### src/rtl/serial_nibble_assembler_if.sv
// Bundles the serial input, downstream handshake and status flags of the
// serial nibble assembler. The master side drives serial bits and the
// downstream ready; the slave side (the assembler) returns nibble and status.
interface serial_nibble_assembler_if;
    logic       serial_in;
    logic       serial_valid;
    logic       out_ready;
    logic       clear_err;
    logic [3:0] out_data;
    logic       out_valid;
    logic       busy;
    logic       overrun;
    logic       parity_err;

    modport master (
        output serial_in, serial_valid, out_ready, clear_err,
        input  out_data, out_valid, busy, overrun, parity_err
    );

    modport slave (
        input  serial_in, serial_valid, out_ready, clear_err,
        output out_data, out_valid, busy, overrun, parity_err
    );
endinterface

### src/rtl/serial_nibble_assembler.sv
// Serial-to-nibble assembler: collects four qualified serial bits into a
// nibble, presents it with a valid/ready handshake and flags dropped bits.
// Optional feature macro: PARITY_CHECK_EN -- a fifth bit carries even parity
// over the data bits; a failing nibble is discarded and ParityErr is set.
module serial_nibble_assembler #(
    parameter int unsigned LSB_FIRST = 1
) (
    input  logic                        clk_i,
    input  logic                        rst_i,
    serial_nibble_assembler_if.slave    bus
);

`ifdef PARITY_CHECK_EN
    typedef enum logic [1:0] {
        ST_IDLE   = 2'd0,
        ST_SHIFT  = 2'd1,
        ST_PARITY = 2'd2,
        ST_HOLD   = 2'd3
    } state_t;
`else
    typedef enum logic [1:0] {
        ST_IDLE  = 2'd0,
        ST_SHIFT = 2'd1,
        ST_HOLD  = 2'd3
    } state_t;
`endif

    // Writes one serial bit into the nibble at its arrival position,
    // mirroring the position when the first bit is the MSB.
    function automatic logic [3:0] place_bit(input logic [3:0] nib,
                                             input logic [1:0] pos,
                                             input logic       b);
        logic [3:0] res;
        logic [1:0] idx;
        res = nib;
        if (LSB_FIRST != 0) begin
            idx = pos;
        end else begin
            idx = 2'd3 - pos;
        end
        res[idx] = b;
        return res;
    endfunction

`ifdef PARITY_CHECK_EN
    // Even parity: the parity bit equals the XOR of the data bits.
    function automatic logic calc_even_parity(input logic [3:0] nib);
        return ^nib;
    endfunction
`endif

    state_t     state_q, state_d;
    logic [1:0] count_q, count_d;
    logic [3:0] shift_q, shift_d;
    logic [3:0] data_q, data_d;
    logic       out_valid_q, out_valid_d;
    logic       busy_q, busy_d;
    logic       overrun_q, overrun_d;
    logic       overrun_set;
`ifdef PARITY_CHECK_EN
    logic       parity_err_q, parity_err_d;
    logic       parity_set;
`endif

    // Next-state, nibble assembly and sticky-flag logic.
    always_comb begin
        state_d     = state_q;
        count_d     = count_q;
        shift_d     = shift_q;
        data_d      = data_q;
        overrun_set = 1'b0;
`ifdef PARITY_CHECK_EN
        parity_set  = 1'b0;
`endif
        case (state_q)
            ST_IDLE: begin
                if (bus.serial_valid) begin
                    shift_d = place_bit(4'h0, 2'd0, bus.serial_in);
                    count_d = 2'd1;
                    state_d = ST_SHIFT;
                end else begin
                    state_d = ST_IDLE;
                end
            end
            ST_SHIFT: begin
                if (bus.serial_valid) begin
                    shift_d = place_bit(shift_q, count_q, bus.serial_in);
                    if (count_q == 2'd3) begin
                        count_d = 2'd0;
`ifdef PARITY_CHECK_EN
                        state_d = ST_PARITY;
`else
                        // The output register only loads when entering HOLD.
                        data_d  = place_bit(shift_q, count_q, bus.serial_in);
                        state_d = ST_HOLD;
`endif
                    end else begin
                        count_d = count_q + 2'd1;
                    end
                end else begin
                    state_d = ST_SHIFT;
                end
            end
`ifdef PARITY_CHECK_EN
            ST_PARITY: begin
                if (bus.serial_valid) begin
                    if (bus.serial_in == calc_even_parity(shift_q)) begin
                        data_d  = shift_q;
                        state_d = ST_HOLD;
                    end else begin
                        parity_set = 1'b1;
                        state_d    = ST_IDLE;
                    end
                end else begin
                    state_d = ST_PARITY;
                end
            end
`endif
            ST_HOLD: begin
                if (bus.out_ready) begin
                    if (bus.serial_valid) begin
                        // Handshake and first bit of the next nibble share a cycle.
                        shift_d = place_bit(4'h0, 2'd0, bus.serial_in);
                        count_d = 2'd1;
                        state_d = ST_SHIFT;
                    end else begin
                        state_d = ST_IDLE;
                    end
                end else begin
                    if (bus.serial_valid) begin
                        overrun_set = 1'b1;
                    end else begin
                        overrun_set = 1'b0;
                    end
                end
            end
            default: begin
                state_d = ST_IDLE;
                count_d = 2'd0;
            end
        endcase

        // Set wins over a clear in the same cycle.
        overrun_d    = overrun_set | (overrun_q & ~bus.clear_err);
`ifdef PARITY_CHECK_EN
        parity_err_d = parity_set | (parity_err_q & ~bus.clear_err);
        busy_d       = (state_d == ST_SHIFT) | (state_d == ST_PARITY);
`else
        busy_d       = (state_d == ST_SHIFT);
`endif
        out_valid_d  = (state_d == ST_HOLD);
    end

    // State and output registers with asynchronous reset.
    always_ff @(posedge clk_i or posedge rst_i) begin
        if (rst_i) begin
            state_q      <= ST_IDLE;
            count_q      <= 2'd0;
            shift_q      <= 4'h0;
            data_q       <= 4'h0;
            out_valid_q  <= 1'b0;
            busy_q       <= 1'b0;
            overrun_q    <= 1'b0;
`ifdef PARITY_CHECK_EN
            parity_err_q <= 1'b0;
`endif
        end else begin
            state_q      <= state_d;
            count_q      <= count_d;
            shift_q      <= shift_d;
            data_q       <= data_d;
            out_valid_q  <= out_valid_d;
            busy_q       <= busy_d;
            overrun_q    <= overrun_d;
`ifdef PARITY_CHECK_EN
            parity_err_q <= parity_err_d;
`endif
        end
    end

    assign bus.out_data   = data_q;
    assign bus.out_valid  = out_valid_q;
    assign bus.busy       = busy_q;
    assign bus.overrun    = overrun_q;
`ifdef PARITY_CHECK_EN
    assign bus.parity_err = parity_err_q;
`else
    assign bus.parity_err = 1'b0;
`endif

endmodule

### src/flat_wrapper.sv
// flat-port wrapper written by rule: the top's interface ports become plain ports
module serial_nibble_assembler_flat 
#(
    parameter int unsigned LSB_FIRST = 1
)
  (clk_i, rst_i, bus_serial_in, bus_serial_valid, bus_out_ready, bus_clear_err, bus_out_data, bus_out_valid, bus_busy, bus_overrun, bus_parity_err);
  serial_nibble_assembler_if bus_i ();
  input  logic clk_i;
  input  logic rst_i;
  input wire logic [$bits(bus_i.serial_in)-1:0] bus_serial_in;
  input wire logic [$bits(bus_i.serial_valid)-1:0] bus_serial_valid;
  input wire logic [$bits(bus_i.out_ready)-1:0] bus_out_ready;
  input wire logic [$bits(bus_i.clear_err)-1:0] bus_clear_err;
  output wire logic [$bits(bus_i.out_data)-1:0] bus_out_data;
  output wire logic [$bits(bus_i.out_valid)-1:0] bus_out_valid;
  output wire logic [$bits(bus_i.busy)-1:0] bus_busy;
  output wire logic [$bits(bus_i.overrun)-1:0] bus_overrun;
  output wire logic [$bits(bus_i.parity_err)-1:0] bus_parity_err;
  assign bus_i.serial_in = bus_serial_in;
  assign bus_i.serial_valid = bus_serial_valid;
  assign bus_i.out_ready = bus_out_ready;
  assign bus_i.clear_err = bus_clear_err;
  assign bus_out_data = bus_i.out_data;
  assign bus_out_valid = bus_i.out_valid;
  assign bus_busy = bus_i.busy;
  assign bus_overrun = bus_i.overrun;
  assign bus_parity_err = bus_i.parity_err;
  serial_nibble_assembler #(.LSB_FIRST(LSB_FIRST)) u_core (.clk_i(clk_i), .rst_i(rst_i), .bus(bus_i));
endmodule
### config.mk
export PLATFORM = sky130hd
export DESIGN_NAME = serial_nibble_assembler_flat
export DESIGN_NICKNAME = d
export VERILOG_FILES = /design/src/rtl/serial_nibble_assembler_if.sv /design/src/rtl/serial_nibble_assembler.sv /design/src/flat_wrapper.sv
export SDC_FILE = /design/constraint.sdc
export NUM_CORES = 1
export LEC_CHECK = 0
export CAP_MARGIN = 0
export CORE_MARGIN = 2
export CORE_UTILIZATION = 50
export DETAILED_ROUTE_END_ITERATION = 10
export GPL_TIMING_DRIVEN = 0
export PLACE_DENSITY_LB_ADDON = 0.08
export SLEW_MARGIN = 10
export SYNTH_ARGS = -nofsm -noshare
export SYNTH_HDL_FRONTEND = slang
export SYNTH_SLANG_ARGS = --single-unit
### constraint.sdc
create_clock -name clk_i -period 2.65 [get_ports clk_i]
set_clock_uncertainty 0.05 [all_clocks]
set_input_delay 0.795 -clock clk_i [delete_from_list [all_inputs] [get_ports clk_i]]
set_output_delay 0.795 -clock clk_i [all_outputs]
set_load 0.005 [all_outputs]
### After elaboration in Yosys (flattened, before gate mapping)

Index checks and enable logic that the tools add are counted.

* logic and storage cells: 76
* register bits: 15
* output and inout bits: 8
* input bits: 6

* equality and inequality tests: 9
* bitwise operators: 5
* multiplexer cells: 37
* add/sub/neg operators: 1
* reductions and logical operators: 9
* order comparisons: 8

Operators by type and width (count)
* $mux 2: 16
* $mux 4: 4
* $lt 2x3->1 const B: 4
* $pmux 2 s3: 2
* $pmux 4 s3: 1
* $and 4x4->4: 2
* $bwmux 4: 2
* $demux 1 s2: 4
* $ge 2x1->1 const B: 4
* $mux 1: 8
* $ne 2x2->1 const B: 4
* $eq 2x2->1 const B: 3
* $reduce_and 5->1: 1
* $eq 2x1->1 const B: 2
* $logic_and 1x1->1: 4
* $reduce_and 3->1: 1
* $reduce_bool 3->1: 1
* $add 2x1->2 const B: 1
* $logic_not 2->1: 1
* $reduce_and 2->1: 1
* $and 1x1->1: 1
* $not 1->1: 1
* $or 1x1->1: 1

### Longest topological paths before layout

* depth after elaboration: 11
* depth in mapped cells: 7
* depth with buffers taken out: 6

### Worst setup path before layout

OpenSTA, ideal clock, no wires.

* kind: input to register
* start point: in bus_out_ready
* end point: reg u_core.shift_q[1]
* arrival time: 1.387 ns
* cell stages on the path: 4
* path buffers: 0
* setup time: 0.076 ns
* setup slack: 1.136 ns
* required time: 2.524 ns
* cells stage by stage: nand2b_1 -> o211ai_2 -> or2_1 -> o21ai_1

* word-level cells in the longest chain between the ends: 2

Ends and longest elaborated chain
* start: declaration: line flat_wrapper.sv:12 `input wire logic [$bits(bus_i.out_ready)-1:0] bus_out_ready;`
* $ne 2x2->1 (no source line)
* $reduce_and 5->1 (no source line)
* end signal: assignment: line serial_nibble_assembler.sv:170 `shift_q <= shift_d;`
* end: declaration: line serial_nibble_assembler.sv:54 `logic [3:0] shift_q, shift_d;`

No other way between the ends.
A chain may end at the register's enable or synchronous reset.

### Worst setup path after layout

* start point: reg u_core.data_q[1] (netlist: u_core.bus.out_data[1])
* end point: out bus_out_data[1]

RTL lines
* start: declaration: line serial_nibble_assembler.sv:55 `logic [3:0] data_q, data_d;`
* start signal: assignment: line serial_nibble_assembler.sv:171 `data_q <= data_d;`
* end: declaration: line flat_wrapper.sv:14 `output wire logic [$bits(bus_i.out_data)-1:0] bus_out_data;`

No word-level cell between the ends.

==> results.ini <==
[cells_and_area]
antenna-diode-count = 0
layout.cells.non_filler = 117
synthToLayoutAreaGrowth_pct = 21.5
layout-drive-gt1-share_pct = 10.9
design.final.nets = 117

[synth]
syn-instance-count = 85
syn_area_um2 = 820
syn_avg_cell_area_um2 = 9.64
synth_top_cells_by_area = sky130_fd_sc_hd__dfrtp_1 (43%), sky130_fd_sc_hd__ha_1 (14%), sky130_fd_sc_hd__nand2_1 (6.0%)
synthesis_stage_register_bit_count = 14
synthesis.nets = 100
async_reset_ff_share_pct = 100
number_of_synthesized_flops_with_an_enable_pin = 0
synth_largest_area_cell = sky130_fd_sc_hd__dfrtp_1
synth_commonest_cells = sky130_fd_sc_hd__dfrtp_1 (14), sky130_fd_sc_hd__nand2_1 (13), sky130_fd_sc_hd__ha_1 (9), sky130_fd_sc_hd__inv_1 (8), sky130_fd_sc_hd__o21ai_0 (6)
synth_largest_type_area_fraction_pct = 42.7
synth.yosys.seq_area_share_pct = 42.7
ys.warnings.count = 0
flip_flop_cell_with_the_highest_count_after_synthesis = sky130_fd_sc_hd__dfrtp_1
synth.lib_cells_used.distinct = 26
top_count_cell_post_synth = sky130_fd_sc_hd__dfrtp_1

[setup_path]
worstPathRequired_ps = 1810
crit_path_start_kind = flop
timing.critical_path.arrival_ps = 1130
critical_path_depth = 1
worst_setup_path_end_kind = output pin
timing.critical_path.cells = clkdlybuf4s50_1
cp_top_family = buffers and inverters
setup.worst_path.class = reg2out
worst_path_largest_cell_delay_ps = 490
worst_r2r_path_depth = 6
r2r-start = u_core.state_q[0]$_DFF_PP0_
reg2reg_to = u_core.count_q[0]$_DFFE_PP0P_
timing.critical_path.slowest_stage_cell = sky130_fd_sc_hd__clkdlybuf4s50_1
timing.critical_path.from = u_core.bus.out_data[1]$_DFFE_PP0P_
crit_end = bus_out_data[1]
regToRegSetupSlack_ps = 990
path_buf_inv = 1
timing.critical_path.fanout_max = 2

[pwr]
powerDensity_mw_per_mm2 = 886
vdd_drop_max_uv = 488
leakage_dissipation_nw = 0.483

[cts]
clockBufferDepth = 2
cts_setup_buffers = 0
cts-hold-fix-buffers = 0
clock-sinks = 14
clkTransAtPathRegs_ps = 90
cts-buffers-inserted = 3
h-tree-depth = 1
clk_root_buffer_cell = sky130_fd_sc_hd__clkbuf_4
worst_skew_pair.late_latency_ps = 280
cts_resized = 0
tritoncts_clock_tree = yes

[job]
max_cap_viol_count = 0

[sta]
worst_slew_margin_rel_pct = 62.5
rsz0062_at_grt = no
setup_tns_ps = 0
finalMaxSlewViolations = 0
hold_violations = 0
timing_worst_slew_pin_value_ps = 561
setup_viol_count_final = 0
min_period_over_period_pct = 74.6
crit_path_time_final_ps = 1980
fmax_mhz = 506

[min_path]
hold_class = reg2reg

[floorplan]
die_area_mm2 = 0.00198
chipHeight_um = 44.5
fp-row-count = 14
floorplan.io_pins = 14
core_region_area_mm2 = 0.00152
die_width_um = 44.5
initial_utilization_pct = 53.8

[route]
drtPass1Iterations = 4
routed_wirelength_um = 1370
avgRoutedWirePerCell_um = 11.7
drt_iter0_drc = 15
vias_per_cell = 5.22
route.antenna.remaining_nets = 0
drc = 0
route.vias.total = 611

[global_route]
gr-total-overflow = 0
grt_max_degree = 15
via_count_of_the_first_global_routing_pass = 552
groute.usage.overall_pct = 17.7
grt_first_pass_wirelength_um = 2440
antenna_found_initial = 0

[placement]
routabilityCongestion = 0.856
dp_cells = 113
placement.io_buffers = 12
dp_hpwl_um = 1040

[outcome]
status = completed

## worst min path at each step
stage	from	to	slack, ps	cells past startpoint
after floorplan	u_core.bus.out_data[0]$_DFFE_PP0P_	u_core.bus.out_data[0]$_DFFE_PP0P_	420	2
after global placement	u_core.bus.out_data[0]$_DFFE_PP0P_	u_core.bus.out_data[0]$_DFFE_PP0P_	410	2
after detailed placement	u_core.bus.out_data[0]$_DFFE_PP0P_	u_core.bus.out_data[0]$_DFFE_PP0P_	420	2
after CTS	u_core.bus.out_data[0]$_DFFE_PP0P_	u_core.bus.out_data[0]$_DFFE_PP0P_	440	2
after global routing	u_core.bus.out_data[2]$_DFFE_PP0P_	u_core.bus.out_data[2]$_DFFE_PP0P_	470	2
final	u_core.bus.out_data[0]$_DFFE_PP0P_	u_core.bus.out_data[0]$_DFFE_PP0P_	430	2
## flip-flops by register name, summed over array words and instances (netlist names)
| register | count |
|---|---|
| u_core.count_q | 2 |
| u_core.bus.overrun | 1 |
| u_core.bus.busy | 1 |
| u_core.shift_q | 3 |
| u_core.bus.out_data | 4 |
| u_core.state_q | 2 |
| u_core.bus.out_valid | 1 |
## per-layer routing
| metal | part of all wire (%) | global-route usage, % | wire [µm] | vias up |
|---|---|---|---|---|
| met3 | 5.5 | 5.31 | 75 | 5 |
| met5 | 0 | 0 | 0 | - |
| li1 | - | - | - | 310 |
| met4 | 2.5 | 10.9 | 35 | 0 |
| met1 | 48 | 23.2 | 656 | 279 |
| met2 | 44 | 25.2 | 606 | 17 |
## layout make-up
cell class                 instances  area [µm²]
clock buffer                       4        36.3
fill                             130         528
sequential                        14         350
tap                               16        20.0
timing repair buffer              12         120
inverter                           8        30.0
buffer                             2        18.8
multi-input combinational         61         420
## stage by stage
| stage | instance area [µm²] | setup slack (ps) | hold slack (ps) | utilization [%] | total power [mW] |
|---|---|---|---|---|---|
| 4_1_cts | 996 | 660 | 441 | 65.4 | 0.892 |
| 2_1_floorplan | 820 | 1140 | 423 | - | 0.604 |
| 3_5_place_dp | 960 | 509 | 420 | 63.0 | 0.732 |
| 6_report | 996 | 674 | 432 | 65.4 | 0.882 |
| 5_1_grt | 996 | 614 | 473 | 65.4 | 0.959 |
| 3_3_place_gp | 960 | 504 | 412 | 63.0 | 0.722 |
## report_power, final
group          switching (mW)  total [mW]  internal, mW
clock network          0.0725       0.156        0.0837
logic                   0.191       0.400         0.209
registers              0.0464       0.326         0.280
total                   0.309       0.882         0.573
## kinds of logic (layout without fill, tap and decap cells)
kind of cell	after synthesis	after routing	share of synthesized area, %
muxes	1	1	1.22
buffers and inverters	10	26	5.95
other	1	1	0.458
AOI/OAI and AO/OA	21	21	18.2
adders and majority gates	9	9	13.7
and+or+nand+nor	29	29	17.7
DFF	14	14	42.7
## layout by cell type, fill, tap and decap left out, types with 3 or more instances in the layout
| master | count |
|---|---|
| sky130_fd_sc_hd__clkdlybuf4s50_1 | 12 |
| sky130_fd_sc_hd__nor2b_1 | 5 |
| sky130_fd_sc_hd__dfrtp_1 | 14 |
| sky130_fd_sc_hd__o21ai_1 | 3 |
| sky130_fd_sc_hd__nand2_1 | 13 |
| sky130_fd_sc_hd__clkbuf_4 | 3 |
| sky130_fd_sc_hd__inv_1 | 8 |
| sky130_fd_sc_hd__o21ai_0 | 6 |
| sky130_fd_sc_hd__a21oi_1 | 3 |
| sky130_fd_sc_hd__ha_1 | 9 |
| sky130_fd_sc_hd__nor2_1 | 4 |
Power figures use the tool's default switching activity.
